**src/rtl/rvga_membus_io.sv**
```systemverilog
// Shared request/response memory bus used between the rvga core, the arbiter and memory.
// A requester holds read/write/addr/wdata until the single-cycle resp pulse.
interface rvga_membus_io;
  localparam int unsigned WORD_W = 32;
  typedef logic [WORD_W-1:0] rvga_word;

  logic     read;
  logic     write;
  rvga_word addr;
  rvga_word wdata;
  logic     resp;
  rvga_word rdata;

  modport master (output read, output write, output addr, output wdata,
                  input resp, input rdata);
  modport slave  (input read, input write, input addr, input wdata,
                  output resp, output rdata);
endinterface

```
**src/rtl/rvga_membus_arbiter.sv**
```systemverilog
// Round-robin 2:1 arbiter merging instruction-fetch and data buses onto one memory bus.
// The grant is registered; forwarding and the response path are combinational.
module rvga_membus_arbiter (
  input  logic         clk_i,
  input  logic         rst_i,
  rvga_membus_io.slave  imem,
  rvga_membus_io.slave  dmem,
  rvga_membus_io.master mem
);

  typedef enum logic [1:0] {
    IDLE    = 2'd0,
    SERVE_I = 2'd1,
    SERVE_D = 2'd2
  } state_t;

  // last_q: 1'b0 = I served last, 1'b1 = D served last
  localparam logic LAST_I = 1'b0;
  localparam logic LAST_D = 1'b1;

  state_t state_q, state_d;
  logic   last_q, last_d;
  logic   req_i, req_d;

  assign req_i = imem.read | imem.write;
  assign req_d = dmem.read | dmem.write;

  always_ff @(posedge clk_i or posedge rst_i) begin
    if (rst_i) begin
      state_q <= IDLE;
      last_q  <= LAST_D;
    end else begin
      state_q <= state_d;
      last_q  <= last_d;
    end
  end

  always_comb begin
    state_d    = state_q;
    last_d     = last_q;
    mem.read   = 1'b0;
    mem.write  = 1'b0;
    mem.addr   = '0;
    mem.wdata  = '0;
    imem.resp  = 1'b0;
    imem.rdata = '0;
    dmem.resp  = 1'b0;
    dmem.rdata = '0;

    unique case (state_q)
      IDLE: begin
        // Stray mem.resp in IDLE is dropped by never routing it anywhere
        if (req_i && req_d) begin
          state_d = (last_q == LAST_D) ? SERVE_I : SERVE_D;
        end else if (req_i) begin
          state_d = SERVE_I;
        end else if (req_d) begin
          state_d = SERVE_D;
        end
      end

      SERVE_I: begin
        mem.read  = imem.read;
        mem.write = imem.write;
        mem.addr  = imem.addr;
        mem.wdata = imem.wdata;
        if (!req_i) begin
          state_d = IDLE;
        end else if (mem.resp) begin
          imem.resp  = 1'b1;
          imem.rdata = mem.rdata;
          last_d     = LAST_I;
          state_d    = req_d ? SERVE_D : IDLE;
        end
      end

      SERVE_D: begin
        mem.read  = dmem.read;
        mem.write = dmem.write;
        mem.addr  = dmem.addr;
        mem.wdata = dmem.wdata;
        if (!req_d) begin
          state_d = IDLE;
        end else if (mem.resp) begin
          dmem.resp  = 1'b1;
          dmem.rdata = mem.rdata;
          last_d     = LAST_D;
          state_d    = req_i ? SERVE_I : IDLE;
        end
      end

      default: state_d = IDLE;
    endcase
  end

endmodule
```
**src/flat_wrapper.sv**
```systemverilog
// flat-port wrapper written by rule: the top's interface ports become plain ports
module rvga_membus_arbiter_flat 
  (clk_i, rst_i, imem_read, imem_write, imem_addr, imem_wdata, imem_resp, imem_rdata, dmem_read, dmem_write, dmem_addr, dmem_wdata, dmem_resp, dmem_rdata, mem_read, mem_write, mem_addr, mem_wdata, mem_resp, mem_rdata);
  rvga_membus_io imem_i ();
  rvga_membus_io dmem_i ();
  rvga_membus_io mem_i ();
  input  logic clk_i;
  input  logic rst_i;
  input wire logic [$bits(imem_i.read)-1:0] imem_read;
  input wire logic [$bits(imem_i.write)-1:0] imem_write;
  input wire logic [$bits(imem_i.addr)-1:0] imem_addr;
  input wire logic [$bits(imem_i.wdata)-1:0] imem_wdata;
  output wire logic [$bits(imem_i.resp)-1:0] imem_resp;
  output wire logic [$bits(imem_i.rdata)-1:0] imem_rdata;
  input wire logic [$bits(dmem_i.read)-1:0] dmem_read;
  input wire logic [$bits(dmem_i.write)-1:0] dmem_write;
  input wire logic [$bits(dmem_i.addr)-1:0] dmem_addr;
  input wire logic [$bits(dmem_i.wdata)-1:0] dmem_wdata;
  output wire logic [$bits(dmem_i.resp)-1:0] dmem_resp;
  output wire logic [$bits(dmem_i.rdata)-1:0] dmem_rdata;
  output wire logic [$bits(mem_i.read)-1:0] mem_read;
  output wire logic [$bits(mem_i.write)-1:0] mem_write;
  output wire logic [$bits(mem_i.addr)-1:0] mem_addr;
  output wire logic [$bits(mem_i.wdata)-1:0] mem_wdata;
  input wire logic [$bits(mem_i.resp)-1:0] mem_resp;
  input wire logic [$bits(mem_i.rdata)-1:0] mem_rdata;
  assign imem_i.read = imem_read;
  assign imem_i.write = imem_write;
  assign imem_i.addr = imem_addr;
  assign imem_i.wdata = imem_wdata;
  assign imem_resp = imem_i.resp;
  assign imem_rdata = imem_i.rdata;
  assign dmem_i.read = dmem_read;
  assign dmem_i.write = dmem_write;
  assign dmem_i.addr = dmem_addr;
  assign dmem_i.wdata = dmem_wdata;
  assign dmem_resp = dmem_i.resp;
  assign dmem_rdata = dmem_i.rdata;
  assign mem_read = mem_i.read;
  assign mem_write = mem_i.write;
  assign mem_addr = mem_i.addr;
  assign mem_wdata = mem_i.wdata;
  assign mem_i.resp = mem_resp;
  assign mem_i.rdata = mem_rdata;
  rvga_membus_arbiter u_core (.clk_i(clk_i), .rst_i(rst_i), .imem(imem_i), .dmem(dmem_i), .mem(mem_i));
endmodule
```
**config.mk**
```make
export PLATFORM = sky130hd
export DESIGN_NAME = rvga_membus_arbiter_flat
export DESIGN_NICKNAME = d
export VERILOG_FILES = /design/src/rtl/rvga_membus_io.sv /design/src/rtl/rvga_membus_arbiter.sv /design/src/flat_wrapper.sv
export SDC_FILE = /design/constraint.sdc
export NUM_CORES = 1
export LEC_CHECK = 0
export CORE_AREA = 10 10 107 109
export DETAILED_ROUTE_END_ITERATION = 16
export DIE_AREA = 0 0 117 119
export HOLD_SLACK_MARGIN = 0.12
export MAX_ROUTING_LAYER = met4
export PLACE_DENSITY = 0.73
export REMOVE_ABC_BUFFERS = 1
export SLEW_MARGIN = 10
export SYNTH_ARGS = -nofsm -noshare
export SYNTH_HDL_FRONTEND = slang
export SYNTH_SLANG_ARGS = --single-unit
```
**constraint.sdc**
```tcl
create_clock -name clk_i -period 1.7 [get_ports clk_i]
set_clock_uncertainty 0.05 [all_clocks]
set_input_delay 0.17 -clock clk_i [delete_from_list [all_inputs] [get_ports clk_i]]
set_output_delay 0.17 -clock clk_i [all_outputs]
set_load 0.01 [all_outputs]
```
==> results, run 1 <==
- The relative area change from synthesis to final layout is 229.1%.
- The total number of vias is 3322.
- The type of the tightest min-delay check is reg -> reg.
- Walking the worst path, the cells encountered are inv_2, buf_12, ha_4, buf_12, buf_12, nor2b_1, buf_2.
- The flow ran to the end, but the final reports show violations.
- The x dimension of the die is 117 µm.
- The clock edge transition at the registers on the reported setup and hold paths is 30 ps.
- At the later pin of the worst-skew pair, clock insertion delay measures 210 ps.
- Measured along the y axis, the die boundary spans 119 µm.
- The count of state elements after synthesis is 3.
- At the end of routability-driven placement, the weighted congestion stood at 0.9525.
- The aggregate negative setup slack is -12470 ps.
- Dividing total power by cell area gives a power density of 1406 nW/µm².
- The unique cell type count in the Yosys netlist is 26.
- Setup repair after global routing could not meet its margin everywhere.
- The share of total power in sequential cells is 0.017.
- The initial cell density of the core is 0.1880.
- In this run the worst path has a maximum fanout of 12.
- The data required time of the worst path is 1480 ps.
- Using the TritonRoute via totals, the vias-per-cell ratio works out to 4.725.
- The combined global-route utilization of all metal layers is 0.1915.
- The number of hold-slack violations in the final timing report was 0.
- The slowest stage of the critical path is the sky130_fd_sc_hd__dfrtp_1 cell.
- The part of the power in the clock network is 0.025.
- After detailed routing, the number of remaining DRC violations is 0.
- The analysis attributes to cell leakage a power of 2.640 nW.
- The worst slew slack as a fraction of its limit is 0.8372.
- The pre-CTS setup slack is -388.4 ps.
- The portion of the post-synthesis area used by sequential elements is 0.04293.
- The half-perimeter wire length after detailed placement is 11100 µm.
- The initial antenna violation count was 0.
- The final routed wire length divided by cell count is 23.43 µm.
- Sorting the synthesized cells by area gives the leading types as sky130_fd_sc_hd__a22oi_1 (28%), sky130_fd_sc_hd__nor2b_1 (23%), sky130_fd_sc_hd__and2_1 (12%).
- The core area is 9459 µm².
- The tool flagged a number of max-cap violations equal to 0.
- The slew at the pin closest to its max-slew limit is 243.7 ps.
- The TritonCTS clock tree is done.
- In the final design database the tool counted 761 nets.
- The post-synthesis instance total is 261.
- The internal power is 4.824 mW.
- Before antenna repair, the detailed router went through 4 iterations.
- The via count of the first global-routing pass is 3308.
- The floorplan step defined a die boundary enclosing 13920 µm².
- In this design, the largest share of critical-path delay is due to buffers and inverters.
- The share of total power dissipated in combinational logic is 0.958.
- The arrival time at the worst endpoint is 1660 ps.
- In this run, synthesis inferred 0 flip-flops with an integrated enable.
- The category of the most critical setup path is reg -> out.
- The number of I/O pins is 299.
- The checks that failed: setup timing.
- The cell count after placement is 659.
- The max-slew violation total from the final report is 0.
- Of all cell types, the one taking the most synthesized area is sky130_fd_sc_hd__a22oi_1.
- The number of buffer and inverter instances along the worst setup path is 5.
- The final-report setup violation count is 134.
- The largest net degree at the start of global routing is 33.
- Of the total power, the share spent switching nets is 0.4138.
- Clock tree synthesis found a total of 3 sinks.
- The most used flip-flop cell after synthesis is sky130_fd_sc_hd__dfrtp_1.
- Once layout is done, the placed cells without fillers occupy 5852 µm².
- The CTS buffer count is 3.
- The DRC violation total after the first TritonRoute iteration is 242.
- The average cell area after synthesis is 6.812 µm².
- After global routing the overflow that remains totals 0.
- For this run, asynchronously set or reset flops after synthesis account for 1.000.
- The number of H-tree branching levels is 1.
- The final routed wirelength across all metal layers is 16470 µm.
- The worst-case IR drop observed on VDD is 823.2 µV.
- The antenna cell count is 0.
- Port buffering added 298 buffers.
- The maximum frequency from static timing analysis is 531.5 MHz.
- The floorplan row count is 36.
- STA classifies the critical path startpoint as a flop.
- By instance count, the cell type seen most on the critical path is sky130_fd_sc_hd__buf_12.
- The worst setup path is captured at an output port.
- The netlist area before placement is 1778 µm².
- The net switching component of the power is 3.405 mW.
- The share of synthesized area in the top cell type comes to 0.2787.
- The root buffer cell chosen for the clock tree is sky130_fd_sc_hd__clkbuf_8.
- Once detail routing completed, the nets flagged for antenna violations numbered 0.
- The cell area after placement is 4960 µm².
- The post-layout instance count excluding filler cells is 703.
- The yosys synthesis warning count is 0.
- In this design, the stage delay of the slowest critical-path cell is 350 ps.
- Once routing completed, OpenROAD measured the worst setup slack at -181.4 ps.
- The fraction of layout cells with a size suffix above 1 is 0.5178.
- The first global-routing pass estimated 20560 µm of wire.
- The design draws 8.229 mW.
- The fraction of the cycle the final worst path needs is 1.107.
- The minimum period implied by the final worst setup slack is 1881 ps.
- The maximum clock path buffer count is 2.
==> stage by stage <==
| stage | util | hold slack (ps) |
|---|---|---|
| after global placement | 0.5243 | 291.7 |
| final | 0.6187 | 472.8 |
| after floorplan | - | -127.1 |
| after global routing | 0.6187 | 493.6 |
| after CTS | 0.5278 | 477.3 |
| after detailed placement | 0.5243 | 294.3 |
==> synth_stat cells (4+ instances only) <==
library cell	number
sky130_fd_sc_hd__a22oi_1	66
sky130_fd_sc_hd__buf_4	6
sky130_fd_sc_hd__and3_1	32
sky130_fd_sc_hd__buf_2	17
sky130_fd_sc_hd__and2_1	34
sky130_fd_sc_hd__inv_1	4
sky130_fd_sc_hd__clkbuf_1	8
sky130_fd_sc_hd__ha_1	4
sky130_fd_sc_hd__nor2b_1	66
==> cell usage in the layout, fill, tap and decap left out, drive strengths merged, types with 2 or more instances in the layout <==
master           n
nor2b           66
nor2             4
o21ai            5
a21oi            3
ha               4
inv              5
dfrtp            2
clkbuf          18
buf            174
and3            32
and2            34
a22oi           66
mux2i            2
clkdlybuf4s50  166
==> path summary, 6_finish.rpt <==
path	from	end	slack, ps	depth (start not counted)
max in group asynchronous	rst_i	u_core.last_q$_DFFE_PP1P_	750	3
max reg2reg	u_core.state_q[0]$_DFFE_PP0P_	u_core.state_q[1]$_DFFE_PP0P_	0	8
min reg2reg	u_core.last_q$_DFFE_PP1P_	u_core.last_q$_DFFE_PP1P_	470	1
min in group asynchronous	rst_i	u_core.state_q[0]$_DFFE_PP0P_	640	3
max	u_core.state_q[0]$_DFFE_PP0P_	mem_addr[22]	-180	7
min	u_core.last_q$_DFFE_PP1P_	u_core.last_q$_DFFE_PP1P_	470	1
==> flip-flops by register name (all words and copies together), names as in the netlist <==
register / count
u_core.state_q: 2
u_core.last_q: 1
==> logic make-up after synthesis <==
| family | share of synthesized area |
|---|---|
| AOI/OAI and AO/OA | 0.3258 |
| adders and majority gates | 0.02815 |
| and+or+nand+nor | 0.4849 |
| buffers and inverters | 0.1070 |
| DFF | 0.04293 |
| muxes | 0.01126 |
==> what timing repair did <==
item	4_1_cts	5_1_grt
buffers inserted	11	6
setup endpoints to repair	134	135
hold buffers	1	0
cloned	7	19
hold endpoints to repair	2	0
gates resized for setup	566	151
pin swaps	12	39
==> layer usage <==
layer,up-vias,global-route usage,part of all wire
met5,-,-,0
met4,0,0.01082,0.0065
met3,8,0.03966,0.070
met2,165,0.3623,0.54
met1,1550,0.2063,0.38
li1,1599,-,-
==> layout make-up <==
| cell class | instances | area (µm²) |
|---|---|---|
| timing repair buffer | 356 | 3567 |
| sequential | 3 | 76.32 |
| fill | 825 | 3607 |
| multi-input combinational | 221 | 1999 |
| clock buffer | 4 | 45.04 |
| inverter | 5 | 21.27 |
| tap | 114 | 142.6 |
==> power by group through the flow <==
stage          Sequential (mW)  Combinational [mW]  Clock [mW]
2_1_floorplan            0.133                2.29           0
3_3_place_gp             0.134                5.01           0
3_5_place_dp             0.135                5.09           0
4_1_cts                  0.142                5.65       0.209
5_1_grt                  0.151                8.26       0.217
6_report                 0.142                7.88       0.205
Power figures use the tool's default switching activity.
==> run 2, diff against run 1 <==
--- a/config.mk
+++ b/config.mk
@@ -5,12 +5,13 @@
 export SDC_FILE = /design/constraint.sdc
 export NUM_CORES = 1
 export LEC_CHECK = 0
+export ABC_AREA = 1
 export CORE_AREA = 10 10 107 109
 export DETAILED_ROUTE_END_ITERATION = 16
 export DIE_AREA = 0 0 117 119
 export HOLD_SLACK_MARGIN = 0.12
 export MAX_ROUTING_LAYER = met4
-export PLACE_DENSITY = 0.73
+export PLACE_DENSITY = 0.74
 export REMOVE_ABC_BUFFERS = 1
 export SLEW_MARGIN = 10
 export SYNTH_ARGS = -nofsm -noshare
==> run 2 against run 1 <==
  * The run still ends with setup timing left
  * Flip-flop and latch count stayed put
  * Synthesized area is 4.6% higher
  * Hold slack worse by 23 ps
  * Register-to-register slack worse by 50 ps
  * Largest power group unchanged
  * Highest routed layer unchanged
==> results, run 2 <==
- The via density per instance is 4.654.
- The post-layout instance count excluding filler cells is 837.
- The pre-CTS setup slack is -446.2 ps.
- The fraction of layout cells with a size suffix above 1 is 0.4716.
- The number of flip-flops under the largest register name is 2.
- Summing every instance area after synthesis gives 1861 µm².
- The aggregate negative setup slack is -18080 ps.
- The slew at the pin closest to its max-slew limit is 270.4 ps.
- The startpoint identified for the worst hold timing path is u_core.last_q$_DFFE_PP1P_.
- The cell area power density is 1299 nW/µm².
- The total clock sinks is 3.
- The floorplan step defined a die boundary enclosing 13920 µm².
- Setup repair after global routing could not meet its margin everywhere.
- The final reports fail on setup timing.
- The flow ran to the end, but the final reports show violations.
- In the post-synthesis netlist, the biggest area contributors are sky130_fd_sc_hd__nand2_1 (31%), sky130_fd_sc_hd__nor2_2 (20%), sky130_fd_sc_hd__a21oi_1 (18%).
- Clock tree synthesis selected as its root buffer the cell sky130_fd_sc_hd__clkbuf_8.
- At the end of routability-driven placement, the weighted congestion stood at 0.8486.
- The endpoint class of the critical path is an output port.
- The number of hold-slack violations in the final timing report is 0.
- The type of origin of the critical path is a flop.
- The residual overflow from global routing is 0.
- The data required time of the worst path is 1480 ps.
- Max-cap violations in this run came to 0.
- In this run the standard cell core region covers 9459 µm².
- The arrival time at the worst endpoint is 1720 ps.
- The top cell types in the final layout, fill and taps aside, are sky130_fd_sc_hd__clkdlybuf4s50_1 (166), sky130_fd_sc_hd__nand2_1 (144), sky130_fd_sc_hd__buf_2 (90).
- The synthesized design contains 0 enable-type register cells.
- Of the post-synthesis cell area, the dominant cell type holds 0.3067.
- The yosys synthesis warning count is 0.
- The static leakage is 2.718 nW.
- The library cell used most frequently in the layout, excluding fill and tap cells, is sky130_fd_sc_hd__clkdlybuf4s50_1.
- In this run the worst setup path begins at u_core.state_q[1]$_DFFE_PP0P_.
- The die is 117 µm wide.
- The final layout contains 895 nets.
- The worst slew slack as a fraction of its limit is 0.8191.
- The cell count after placement is 787.
- The first global-routing pass estimated 23570 µm of wire.
- Entering global routing, the biggest net connects 18 pins.
- Relative to the synthesized area, the layout overhead comes to 223.1%.
- The peak supply drop is 863.8 µV.
- By startpoint and endpoint, the worst setup path is classified as reg -> out.
- The floorplan row count is 36.
- TritonCTS built the clock tree.
- Ranked by instance count, the synthesized netlist is headed by sky130_fd_sc_hd__nand2_1 (152), sky130_fd_sc_hd__a21oi_1 (66), sky130_fd_sc_hd__nor2_2 (60), sky130_fd_sc_hd__inv_1 (43).
- The half-perimeter wire length after detailed placement is 12230 µm.
- The post-synthesis instance total is 380.
- The fraction of the cycle the final worst path needs is 1.139.
- The height of the chip is 119 µm.
- Clock latency on the worst-skew pair, taken at its later pin, is 210 ps.
- The longest clock path from root to sink contains 2 buffers.
- Of all nets on the critical path, the largest fanout is 7.
- In this run the number of H-tree levels came out at 1.
- Timing would allow up to 516.5 MHz.
- 299 I/O pins were placed.
- The minimum period implied by the final worst setup slack is 1936 ps.
- The initial antenna violation count was 0.
- The synthesized design contains 3 register bits.
- For this block, the initial DRC count from the detailed router was 122.
- The initial cell density of the core is 0.1967.
- The register containing the most flip-flops in the final layout is u_core.state_q.
- Dividing the detail-routed wire length by the instance count gives 21.02 µm.
- The sequential cell area in the final layout is 76.32 µm².
- The synthesized design spends more area on one cell type than any other, namely sky130_fd_sc_hd__nand2_1.
- Summing all placed instances gives a cell area of 5067 µm².
- The most frequently used cell type in the post-synthesis netlist is sky130_fd_sc_hd__nand2_1.
- Of the synthesized area, sequential elements account for 0.04102.
- The unique cell type count in the Yosys netlist is 17.
- For this run, design rule violations remaining after detail routing come to 0.
- The combined global-route utilization of all metal layers is 0.2230.
- The total area of multi-input combinational cells is 1868 µm².
- In the post-route analysis, the smallest setup slack over all paths is -236.3 ps.
- Summing all non-filler instances in the final layout gives an area of 6012 µm².
- The clock edge transition at the registers on the reported setup and hold paths is 30 ps.
- The utilization of the core after routing is 0.6356.
- The via count of the first global-routing pass is 4156.
- The antenna cell count is 0.
- In this run, CTS created clock tree buffers numbering 3.
- The type of the tightest min-delay check is reg -> reg.
- For this run, asynchronously set or reset flops after synthesis account for 1.000.
- The max-slew violation total from the final report is 0.
- The filler cells instantiated in the layout total 837.
- The largest registers in the layout are u_core.state_q x2, u_core.last_q x1.
- Setup violations remaining at the end of the flow were counted as 131.
- The worst register-to-register path begins at u_core.state_q[1]$_DFFE_PP0P_.
- The number of nets still failing antenna checks after routing is 0.
- The total number of vias is 3895.
- The number of port buffers is 298.
- The most used flip-flop cell after synthesis is sky130_fd_sc_hd__dfrtp_1.
- Dividing the synthesized area by the synthesized cell count gives 4.896 µm².
- Summed over all layers, the routed wires come to 17590 µm.
- The length of the first detailed-routing pass in iterations is 4.
==> run 2: power breakdown <==
part           switching, mW  internal, mW  total (mW)
clock network         0.0449         0.160       0.205
logic                   3.68          3.80        7.48
registers             0.0224         0.109       0.131
total                   3.74          4.07        7.81
==> run 2: cell type report <==
type,instances,area share
repair buffers,367,0.6104
multi-input cells,301,0.3107
well taps,114,0.02373
flip-flops and latches,3,0.01270
clock buffers,4,0.007492
inverters,47,0.03309
repair inverters,1,0.001873
==> run 2: logic make-up after synthesis <==
| group | after synthesis | synth area share |
|---|---|---|
| buffers and inverters | 76 | 0.1910 |
| flip-flops | 3 | 0.04103 |
| AND/OR/NAND/NOR | 229 | 0.5582 |
| AO/OA/AOI/OAI | 68 | 0.1829 |
| adder cells (fa/ha/maj) | 4 | 0.02690 |
==> run 2: path summary, 6_finish.rpt <==
check / cells after the start / slack, ps / to
max reg2reg: 10 / -50 / u_core.last_q$_DFFE_PP1P_
max in group asynchronous: 3 / 760 / u_core.last_q$_DFFE_PP1P_
min reg2reg: 2 / 450 / u_core.last_q$_DFFE_PP1P_
min in group asynchronous: 3 / 630 / u_core.state_q[0]$_DFFE_PP0P_
min: 2 / 450 / u_core.last_q$_DFFE_PP1P_
max: 8 / -240 / imem_rdata[5]
==> run 2: stage by stage <==
stage	hold slack [ps]	power [mW]
global placement	291.2	4.692
floorplan	-127.1	2.040
detailed placement	296.8	4.771
finish	450.2	7.811
global route	480.3	8.238
CTS	456.4	7.098
==> run 2: worst max-delay path: stages, from the launching register on <==
cell	delay, ps
sky130_fd_sc_hd__dfrtp_1	400
sky130_fd_sc_hd__inv_2	100
sky130_fd_sc_hd__ha_4	180
sky130_fd_sc_hd__inv_4	50
sky130_fd_sc_hd__nor3_4	160
sky130_fd_sc_hd__inv_4	110
sky130_fd_sc_hd__buf_12	160
sky130_fd_sc_hd__nor2_2	100
sky130_fd_sc_hd__clkdlybuf4s15_2	240
==> run 2: layer usage <==
| metal | GRT usage | vias to the layer above | part of all wire | wire, µm |
|---|---|---|---|---|
| li1 | - | 1841 | - | - |
| met1 | 0.2182 | 1752 | 0.36 | 6307 |
| met2 | 0.4189 | 250 | 0.52 | 9088 |
| met3 | 0.05371 | 52 | 0.084 | 1471 |
| met4 | 0.06569 | 0 | 0.041 | 722 |
| met5 | - | - | 0 | 0 |
==> run 2: what timing repair did <==
action / CTS / global route
pin swaps: 11 / 5
gates resized for setup: 629 / 81
hold endpoints to repair: 2 / 0
buffers inserted: 18 / 7
gates cloned: 16 / 8
hold buffers: 1 / 0
endpoints found under the setup margin: 132 / 133
